$ cat src/rtl/tinyyolohw_rd_pkg.sv
// Shared types and size helpers for the tinyyolohw read-burst controller.
// Elaboration-time functions only; no state lives here.
package tinyyolohw_rd_pkg;

  typedef enum logic [1:0] {
    ST_IDLE,
    ST_ISSUE,
    ST_DRAIN,
    ST_DONE
  } rd_state_e;

  function automatic int beat_bytes(input int dw);
    return dw / 8;
  endfunction

  function automatic int beat_shift(input int dw);
    return $clog2(dw / 8);
  endfunction

  function automatic int burst_bytes(input int dw, input int bl);
    return bl * (dw / 8);
  endfunction

endpackage

$ cat src/rtl/tinyyolohw_rd_burst_ctrl_cnt.sv
// Generic up/down counter with synchronous load and zero flag.
// Simultaneous incr and decr leave the count unchanged.
module tinyyolohw_rd_burst_ctrl_cnt #(
  parameter int W = 8
) (
  input  logic         clk_i,
  input  logic         rst_i,
  input  logic         load_i,
  input  logic [W-1:0] load_val_i,
  input  logic         incr_i,
  input  logic         decr_i,
  output logic [W-1:0] cnt_o,
  output logic         is_zero_o
);

  logic [W-1:0] cnt_q;
  logic [W-1:0] cnt_d;

  always_comb begin
    cnt_d = cnt_q;
    if (load_i) begin
      cnt_d = load_val_i;
    end else if (incr_i && !decr_i) begin
      cnt_d = cnt_q + 1'b1;
    end else if (decr_i && !incr_i) begin
      cnt_d = cnt_q - 1'b1;
    end
  end

  always_ff @(posedge clk_i) begin
    if (rst_i) begin
      cnt_q <= '0;
    end else begin
      cnt_q <= cnt_d;
    end
  end

  assign cnt_o     = cnt_q;
  assign is_zero_o = (cnt_q == '0);

endmodule

$ cat src/rtl/tinyyolohw_rd_burst_ctrl.sv
// AXI read-burst issuer streaming R data straight onto AXIS.
// Define TINYYOLOHW_RD_PERF_CNT_EN to add the perf_stall_cycles counter.
module tinyyolohw_rd_burst_ctrl
  import tinyyolohw_rd_pkg::*;
#(
  parameter int C_ADDR_WIDTH      = 64,
  parameter int C_DATA_WIDTH      = 512,
  parameter int C_XFER_SIZE_WIDTH = 32,
  parameter int C_BURST_LEN       = 64,
  parameter int C_MAX_OUTSTANDING = 16
) (
  input  logic                         aclk,
  input  logic                         areset,
  input  logic                         ctrl_start,
  output logic                         ctrl_done,
  input  logic [C_ADDR_WIDTH-1:0]      ctrl_addr_offset,
  input  logic [C_XFER_SIZE_WIDTH-1:0] ctrl_xfer_size_in_bytes,
  output logic                         m_axi_arvalid,
  input  logic                         m_axi_arready,
  output logic [C_ADDR_WIDTH-1:0]      m_axi_araddr,
  output logic [7:0]                   m_axi_arlen,
  input  logic                         m_axi_rvalid,
  output logic                         m_axi_rready,
  input  logic [C_DATA_WIDTH-1:0]      m_axi_rdata,
  input  logic                         m_axi_rlast,
  output logic                         m_axis_tvalid,
  input  logic                         m_axis_tready,
  output logic [C_DATA_WIDTH-1:0]      m_axis_tdata,
  output logic                         m_axis_tlast
`ifdef TINYYOLOHW_RD_PERF_CNT_EN
  ,
  output logic [31:0]                  perf_stall_cycles
`endif
);

  localparam int BSH = beat_shift(C_DATA_WIDTH);
  localparam int XW  = C_XFER_SIZE_WIDTH;
  localparam int AW  = C_ADDR_WIDTH;
  localparam int OW  = $clog2(C_MAX_OUTSTANDING + 1);

  localparam logic [XW-1:0] BL_X   = XW'(C_BURST_LEN);
  localparam logic [OW-1:0] MAX_O  = OW'(C_MAX_OUTSTANDING);
  localparam logic [AW-1:0] STEP_A =
    AW'(burst_bytes(C_DATA_WIDTH, C_BURST_LEN));

  function automatic logic [XW-1:0] blen(
    input logic [XW-1:0] n
  );
    return (n > BL_X) ? BL_X : n;
  endfunction

  function automatic logic [7:0] len_of(
    input logic [XW-1:0] n
  );
    return 8'(blen(n) - XW'(1));
  endfunction

  rd_state_e         state_q, state_d;
  logic [AW-1:0]     araddr_q, araddr_d;
  logic [7:0]        arlen_q, arlen_d;
  logic              arvalid_q, arvalid_d;
  logic [XW-1:0]     ar_rem_q, ar_rem_d;
  logic [XW-1:0]     r_rem_q, r_rem_d;
  logic              done_q, done_d;
  logic              zero_q, zero_d;

  logic [XW-1:0]     beats_w;
  logic              start_ok;
  logic              active;
  logic              ar_hs;
  logic              r_hs;
  logic              ost_inc;
  logic              ost_dec;
  logic [OW-1:0]     ost_q;
  logic [OW-1:0]     ost_nxt;
  logic              ost_zero;
  logic              ost_drained;

  assign beats_w = (ctrl_xfer_size_in_bytes >> BSH)
                 + XW'(|ctrl_xfer_size_in_bytes[BSH-1:0]);

  assign start_ok = ctrl_start && (state_q == ST_IDLE);
  assign active   = (state_q == ST_ISSUE) || (state_q == ST_DRAIN);
  assign ar_hs    = arvalid_q && m_axi_arready;
  assign r_hs     = m_axi_rvalid && m_axis_tready;
  assign ost_inc  = ar_hs;
  assign ost_dec  = r_hs && m_axi_rlast && active;
  assign ost_nxt  = ost_q + OW'(ost_inc) - OW'(ost_dec);

  // Outstanding reaches zero on this beat when the last burst retires.
  assign ost_drained = ost_dec ? (ost_q == OW'(1)) : ost_zero;

  tinyyolohw_rd_burst_ctrl_cnt #(
    .W (OW)
  ) u_ost (
    .clk_i      (aclk),
    .rst_i      (areset),
    .load_i     (start_ok),
    .load_val_i ('0),
    .incr_i     (ost_inc),
    .decr_i     (ost_dec),
    .cnt_o      (ost_q),
    .is_zero_o  (ost_zero)
  );

  always_comb begin
    state_d   = state_q;
    araddr_d  = araddr_q;
    arlen_d   = arlen_q;
    arvalid_d = arvalid_q;
    ar_rem_d  = ar_rem_q;
    r_rem_d   = r_rem_q;
    done_d    = 1'b0;
    zero_d    = 1'b0;

    if (active && r_hs && (r_rem_q != '0)) begin
      r_rem_d = r_rem_q - 1'b1;
    end

    unique case (state_q)
      ST_IDLE: begin
        if (ctrl_start) begin
          if (beats_w == '0) begin
            state_d = ST_DONE;
            zero_d  = 1'b1;
          end else begin
            state_d   = ST_ISSUE;
            araddr_d  = ctrl_addr_offset;
            arlen_d   = len_of(beats_w);
            ar_rem_d  = beats_w - blen(beats_w);
            r_rem_d   = beats_w;
            arvalid_d = 1'b1;
          end
        end
      end
      ST_ISSUE: begin
        if (ar_hs && (ar_rem_q == '0)) begin
          arvalid_d = 1'b0;
          state_d   = ST_DRAIN;
        end else if (ar_hs || !arvalid_q) begin
          if (ar_hs) begin
            araddr_d = araddr_q + STEP_A;
            arlen_d  = len_of(ar_rem_q);
            ar_rem_d = ar_rem_q - blen(ar_rem_q);
          end
          // Park the next AR until a burst retires.
          arvalid_d = (ost_nxt < MAX_O);
        end
      end
      ST_DRAIN: begin
        if (r_hs && (r_rem_q == XW'(1)) && ost_drained) begin
          state_d = ST_DONE;
          done_d  = 1'b1;
        end
      end
      ST_DONE: begin
        state_d = ST_IDLE;
        done_d  = zero_q;
      end
      default: begin
        state_d = ST_IDLE;
      end
    endcase
  end

  always_ff @(posedge aclk) begin
    if (areset) begin
      state_q   <= ST_IDLE;
      araddr_q  <= '0;
      arlen_q   <= '0;
      arvalid_q <= 1'b0;
      ar_rem_q  <= '0;
      r_rem_q   <= '0;
      done_q    <= 1'b0;
      zero_q    <= 1'b0;
    end else begin
      state_q   <= state_d;
      araddr_q  <= araddr_d;
      arlen_q   <= arlen_d;
      arvalid_q <= arvalid_d;
      ar_rem_q  <= ar_rem_d;
      r_rem_q   <= r_rem_d;
      done_q    <= done_d;
      zero_q    <= zero_d;
    end
  end

  assign m_axi_arvalid = arvalid_q;
  assign m_axi_araddr  = araddr_q;
  assign m_axi_arlen   = arlen_q;
  assign ctrl_done     = done_q;

  assign m_axis_tvalid = m_axi_rvalid;
  assign m_axi_rready  = m_axis_tready;
  assign m_axis_tdata  = m_axi_rdata;
  assign m_axis_tlast  = active && (r_rem_q == XW'(1));

`ifdef TINYYOLOHW_RD_PERF_CNT_EN
  logic [31:0] perf_q;
  logic        stall;

  assign stall = active &&
    ((ost_q == MAX_O) || (m_axi_rvalid && !m_axis_tready));

  always_ff @(posedge aclk) begin
    if (areset || start_ok) begin
      perf_q <= '0;
    end else if (stall && !(&perf_q)) begin
      perf_q <= perf_q + 1'b1;
    end
  end

  assign perf_stall_cycles = perf_q;
`endif

endmodule

$ cat config.mk
export PLATFORM = sky130hd
export DESIGN_NAME = tinyyolohw_rd_burst_ctrl
export DESIGN_NICKNAME = d
export VERILOG_FILES = /design/src/rtl/tinyyolohw_rd_pkg.sv /design/src/rtl/tinyyolohw_rd_burst_ctrl_cnt.sv /design/src/rtl/tinyyolohw_rd_burst_ctrl.sv
export SDC_FILE = /design/constraint.sdc
export NUM_CORES = 1
export LEC_CHECK = 0
export CAP_MARGIN = 20
export CORE_AREA = 5 5 462 464
export CTS_CLUSTER_SIZE = 40
export DETAILED_ROUTE_END_ITERATION = 8
export DIE_AREA = 0 0 467 469
export GPL_TIMING_DRIVEN = 0
export PLACE_DENSITY_LB_ADDON = 0.2
export SYNTH_ARGS = -nofsm -noshare
export SYNTH_HDL_FRONTEND = slang
export SYNTH_SLANG_ARGS = --single-unit
$ cat constraint.sdc
create_clock -name aclk -period 4.9 [get_ports aclk]
set_input_delay 0.98 -clock aclk [delete_from_list [all_inputs] [get_ports aclk]]
set_output_delay 0.98 -clock aclk [all_outputs]
set_load 0.01 [all_outputs]
# After elaboration in Yosys (flattened, before gate mapping)
# Index checks and enable logic that the tools add are counted.
[word_totals]
regBits = 146
in_bits = 615
[classes]
addsub = 11
n_lt_le_gt_ge = 3
eq_ne = 13
mux = 40
n_bitwise = 2
reduce_logical = 31
[op_table]
columns = ["cell", "count"]
rows = [
  ["2-to-1 mux 32 bit", 10],
  ["2-to-1 mux 64 bit", 5],
  ["one-hot mux 64 bit (2 select lines)", 1],
  ["adder 64 x 13 -> 64 bit (second input constant)", 1],
  ["zero test 32 bit", 2],
  ["one-hot mux 32 bit (2 select lines)", 1],
  ["2-to-1 mux 8 bit", 5],
  ["== test 32 x 1 -> 1 bit (second input constant)", 1],
  ["greater-than comparator 32 x 7 -> 1 bit (second input constant)", 1],
  ["nonzero test 32 bit", 1],
  ["subtractor 32 x 1 -> 32 bit (second input constant)", 1],
  ["subtractor 32 bit", 1],
  ["subtractor 27 x 27 -> 28 bit", 1],
  ["adder 26 x 1 -> 27 bit", 1],
  ["greater-than comparator 27 x 7 -> 1 bit (second input constant)", 1],
  ["2-to-1 mux 27 bit", 1],
  ["one-hot mux 8 bit (2 select lines)", 1],
  ["subtractor 8 x 1 -> 8 bit (second input constant)", 2],
  ["logical AND 1 bit", 13],
  ["2-to-1 mux 5 bit", 2],
  ["2-to-1 mux 2 bit", 4],
  ["!= test 2 bit (second input constant)", 4],
  ["one-hot mux 2 bit (4 select lines)", 1],
  ["2-to-1 mux 1 bit", 7],
  ["23 further kinds", 32],
]

# Depth between registers and ports, before layout
[depth]
depth_word = 8
mapped_depth = 21
ltp_nobuf = 17

# Modules after synthesis
# A second synthesis with hierarchy kept.
[hier_totals]
hier_cells = 1944
area_unflattened_um2 = 14565.2
[by_module_without_submodules]
columns = ["module", "n_inst", "cells_each", "area_per_inst_um2"]
rows = [
  ["tinyyolohw_rd_burst_ctrl", 1, 1892, 14131.1],
  ["tinyyolohw_rd_burst_ctrl_cnt", 1, 52, 434.2],
]

# Worst setup path before layout
# No wires, ideal clock.
[synth_path]
kind = "in2reg"
startpoint = "input ctrl_xfer_size_in_bytes[3]"
endpoint = "register ar_rem_q[10]"
setup_time_ns = 0.074
t_arrival_ns = 5.178
t_required_ns = 4.826
slack_ns = -0.353
stages = 21
path_cell_list = "nor4_1 nand2_1 ha_1 ha_1 nand4_2 nor3_1 xor2_1 a2111oi_4 nand3_2 buf_4 or4_4 buf_6 nand2_1 ha_1 buf_1 o21ai_0 o41ai_2 buf_2 nor3_1 nand3b_1 a31oi_1"
[synth_between]
elab_chain_len = 8
[synth_rtl]
columns = ["item", "line", "rtl"]
rows = [
  ["start, declared", "tinyyolohw_rd_burst_ctrl.sv:17", "input logic [C_XFER_SIZE_WIDTH-1:0] ctrl_xfer_size_in_bytes,"],
  ["OR reduction 6 bit *", "tinyyolohw_rd_burst_ctrl.sv:80", "+ XW'(|ctrl_xfer_size_in_bytes[BSH-1:0]);"],
  ["adder 26 x 1 -> 27 bit *", "tinyyolohw_rd_burst_ctrl.sv:80", ""],
  ["greater-than comparator 27 x 7 -> 1 bit", "tinyyolohw_rd_burst_ctrl.sv:49", "return (n > BL_X) ? BL_X : n;"],
  ["2-to-1 mux 27 bit", "tinyyolohw_rd_burst_ctrl.sv:49", ""],
  ["subtractor 27 x 27 -> 28 bit", "tinyyolohw_rd_burst_ctrl.sv:130", "ar_rem_d = beats_w - blen(beats_w);"],
  ["2-to-1 mux 32 bit", "tinyyolohw_rd_burst_ctrl.sv:123", "if (beats_w == '0) begin"],
  ["2-to-1 mux 32 bit", "tinyyolohw_rd_burst_ctrl.sv:122", "if (ctrl_start) begin"],
  ["one-hot mux 32 bit (2 select lines)", "tinyyolohw_rd_burst_ctrl.sv:120", "unique case (state_q)"],
  ["end signal, assigned", "tinyyolohw_rd_burst_ctrl.sv:181", "ar_rem_q <= ar_rem_d;"],
  ["end, declared", "tinyyolohw_rd_burst_ctrl.sv:62", "logic [XW-1:0] ar_rem_q, ar_rem_d;"],
]
# Mark *: on every way between the ends. The rest lies on a longest branch, timed or not. The select of a mux whose other input is x is not followed.
# A chain may end at the register's enable or synchronous reset.

# Worst setup path after layout
[layout_path]
startpoint = "input ctrl_xfer_size_in_bytes[22]"
endpoint = "register ar_rem_q[8]"
[layout_between]
elab_chain_len = 7
[layout_rtl]
columns = ["item", "line"]
rows = [
  ["adder 26 x 1 -> 27 bit *", "tinyyolohw_rd_burst_ctrl.sv:80"],
  ["greater-than comparator 27 x 7 -> 1 bit", "tinyyolohw_rd_burst_ctrl.sv:49"],
  ["2-to-1 mux 27 bit", "tinyyolohw_rd_burst_ctrl.sv:49"],
  ["subtractor 27 x 27 -> 28 bit", "tinyyolohw_rd_burst_ctrl.sv:130"],
  ["2-to-1 mux 32 bit", "tinyyolohw_rd_burst_ctrl.sv:123"],
  ["2-to-1 mux 32 bit", "tinyyolohw_rd_burst_ctrl.sv:122"],
  ["one-hot mux 32 bit (2 select lines)", "tinyyolohw_rd_burst_ctrl.sv:120"],
]
# Marks and branches as above.

==> results.sh <==
export IMPL_synth_area_leader_cell="buf_4"
export IMPL_drt_vias_per_instance=3.104
export IMPL_final_cells=5515
export IMPL_synth_top_cells_by_count="buf_4 (518), dfxtp_1 (146), nor2_1 (125)"
export IMPL_min_from="m_axi_arlen[3]"
export IMPL_die_area_sq_um=219000
export IMPL_slowest_stage="or4_4"
export IMPL_place_hpwl_um=114600
export IMPL_synth_most_common_cell="buf_4"
export IMPL_drv_cap=0
export IMPL_clkSinkCount=146
export IMPL_vdd_drop_max_mv=0.3265
export IMPL_required_ns=5.31
export IMPL_crit_path_end_kind="flip-flop"
export IMPL_path_buf_inv=4
export IMPL_powerDensity_nw_per_um2=371.6
export IMPL_switchingPower_w=0.005014
export IMPL_coreArea_sq_um=208700
export IMPL_grt_max_degree=17
export IMPL_root_buffer="clkbuf_16"
export IMPL_fin_area_sq_um=26090
export IMPL_clk_pin_slew_ns=0.07
export IMPL_power_internal_w=0.004681
export IMPL_slew_limit_headroom=0.1909
export IMPL_critical_path_class="primary input to flip-flop"
export IMPL_initial_utilization=0.06803
export IMPL_grt_ovfl_total=0
export IMPL_portBuffers=684
export IMPL_cpPeakStageDelay_ns=0.57
export IMPL_postSynth_asyncResetShare=0
export IMPL_post_route_min_period_ns=4.800
export IMPL_place_area_sq_um=24940
export IMPL_fmax_mhz=208.3
export IMPL_grt_usage=0.1116
export IMPL_postRouteAntennaNets=0
export IMPL_swShare=0.5171
export IMPL_ys_flop_type="dfxtp_1"
export IMPL_syn_instance_count=1922
export IMPL_fin_nets=3318
export IMPL_drc=0
export IMPL_hold_class="flip-flop to flip-flop"
export IMPL_grt_pass1_wl_um=163700
export IMPL_die_y_um=469
export IMPL_crit_family="simple AND/OR/NAND/NOR gates"
export IMPL_critPathArrivalTime_ns=5.21
export IMPL_combPwrFrac=0.631
export IMPL_postLayoutCoreUtil=0.1250
export IMPL_register_area_sq_um=2923
export IMPL_status="completed"
export IMPL_netlist_cell_type_count=84
export IMPL_drive_gt1_frac=0.2564
export IMPL_cts_tree="built"
export IMPL_tightest_slew_ns=1.214
export IMPL_drt_iter0_markers=1091
export IMPL_htree_num_levels=4
export IMPL_dr_pass1_iters=5
export IMPL_clk_insertion_delay_late_ns=0.51
export IMPL_ys_seq_area_frac=0.2058
export IMPL_io_pins=1204
export IMPL_detail_route_wl_per_cell_um=23.66
export IMPL_die_width_um=467
export IMPL_p_clk_frac=0.156
export IMPL_fill_cells=24080
export IMPL_vias=17116
export IMPL_cp_cell_sequence="clkdlybuf4s50_1 -> clkbuf_1 -> nand3_1 -> or2_2 -> o31a_1 -> a211o_4 -> or4_4 -> nand2_4 -> ha_4 -> o21ai_4 -> o41ai_4 -> buf_4 -> buf_6 -> nor3_1 -> nand3b_1 -> a31oi_1"
export IMPL_synthTopCellsByArea="buf_4 (27%), dfxtp_1 (21%), o21ai_0 (4.2%), a21oi_1 (3.9%), nor2_1 (3.3%)"
export IMPL_setup_violations=0
export IMPL_wl_um=130500
export IMPL_numCtsBuffers=17
export IMPL_gp_congestion=0.8304
export IMPL_rr_startpoint="ar_rem_q[8]"
export IMPL_multi_input_area_sq_um=7222
export IMPL_area_growth_pct=83.76
export IMPL_ys_ff_latch=146
export IMPL_crit_start="ctrl_xfer_size_in_bytes[22]"
export IMPL_cts_max_path_buffers=2
export IMPL_seqPwrFrac=0.213
export IMPL_grt_antenna_before_repair=66
export IMPL_crit_path_max_fanout=10
export IMPL_synth_warnings=0
export IMPL_worst_clock_skew_ns=0.02083
export IMPL_avgSynthCellArea_sq_um=7.388
export IMPL_fin_crit_sh=0.9795
export IMPL_maxSlewViolCount=0
export IMPL_grt_pass1_vias=17184
export IMPL_synth_top_cell_area_share=0.2739
export IMPL_hold_viol=0
export IMPL_timing_hold_ws_ns=0.4702
export IMPL_synth_cell_area_sq_um=14200
export IMPL_p_leak_nw=9.452
export IMPL_rsz0062_at_grt="true"
export IMPL_dp_cells=5432
export IMPL_synth_edff_count=0
export IMPL_setup_worst_path_start_class="primary input"
export IMPL_rows=168
export IMPL_fin_setup_tns_ns=0
-- cell type report --
type / instances / share of cell area
clock buffer: 18 / 0.01645
tap: 2805 / 0.1345
clock inverter: 14 / 0.007097
timing repair buffer: 736 / 0.2828
multi-input combinational: 1136 / 0.2768
inverter: 34 / 0.004891
buffer: 603 / 0.1633
sequential: 146 / 0.1120
antenna: 23 / 0.002206
-- flip-flops by register name, indices dropped and copies added (netlist names) --
name / flops
zero_q: 1
u_ost.cnt_o: 5
ctrl_done: 1
m_axi_araddr: 64
m_axi_arlen: 8
r_rem_q: 32
ar_rem_q: 32
state_q: 2
m_axi_arvalid: 1
-- worst register-to-register path: stages, from the launching register on --
cell,delay (ns)
dfxtp_1,0.36
nor3_1,0.60
nor4bb_1,0.53
nand3_1,0.37
o41ai_1,0.92
nor2_1,0.25
nor2_1,0.22
a21oi_1,0.12
buf_2,0.32
clkbuf_2,0.26
buf_8,0.19
nand3_1,0.10
a31oi_1,0.08
-- cell families after synthesis --
| logic type | after synthesis | synth area share |
|---|---|---|
| buffers and inverters | 641 | 0.3091 |
| and+or+nand+nor | 607 | 0.2230 |
| AOI/OAI and AO/OA | 425 | 0.1900 |
| DFF | 146 | 0.2058 |
| xor gates and xnor gates | 63 | 0.03886 |
| adders and majority gates | 29 | 0.02555 |
| muxes | 10 | 0.007401 |
| other | 1 | 0.0002641 |
-- through the flow --
step | power [W] | worst slack, ns
final | 0.009695 | 0.1003
after floorplan | 0.004802 | 0.6967
after detailed placement | 0.008363 | -2.249
after global routing | 0.01040 | -0.02503
after CTS | 0.009966 | 0.001550
after global placement | 0.008229 | -2.503
-- power groups by stage --
stage                     logic, W  registers [W]  clock network (W)
after floorplan            0.00276        0.00205                  0
after global placement     0.00614        0.00209                  0
after detailed placement   0.00627        0.00209                  0
after CTS                  0.00633        0.00206            0.00158
after global routing       0.00664        0.00214            0.00161
final                      0.00612        0.00207            0.00151
-- cell usage in the layout, fill, tap and decap left out, types with 51 or more instances in the layout --
cell type / netlist / final
nor3_1: 64 / 61
nand3_1: 82 / 81
nand2_1: 117 / 114
dfxtp_1: 146 / 146
buf_4: 518 / 549
o21ai_0: 120 / 117
clkbuf_1: 65 / 61
nor2_1: 125 / 124
a211oi_1: 52 / 51
clkdlybuf4s50_1: 0 / 671
a21oi_1: 112 / 109
-- routing by layer --
metal	wire length, um	vias to the layer above	global-route usage
li1	-	7837	-
met1	49110	8112	0.1236
met2	67380	992	0.2074
met3	10500	151	0.03267
met4	3333	24	0.02862
met5	150	-	0
-- what timing repair did --
item                                    in CTS  in global routing
hold buffers                                 0                  0
endpoints found under the setup margin     137                 64
resized for setup                           65                 24
pin swaps                                   20                 16
buffers inserted                            23                  8
cloned                                       1                  0
-- path summary, 6_finish.rpt --
check                    to  slack (ns)  cells past startpoint
min          m_axi_arlen[3]        0.47                      2
min reg2reg  m_axi_arlen[3]        0.47                      2
max             ar_rem_q[8]        0.10                     16
max reg2reg    ar_rem_q[14]        0.43                     12
Note: power is estimated with default switching activity, not from simulation.
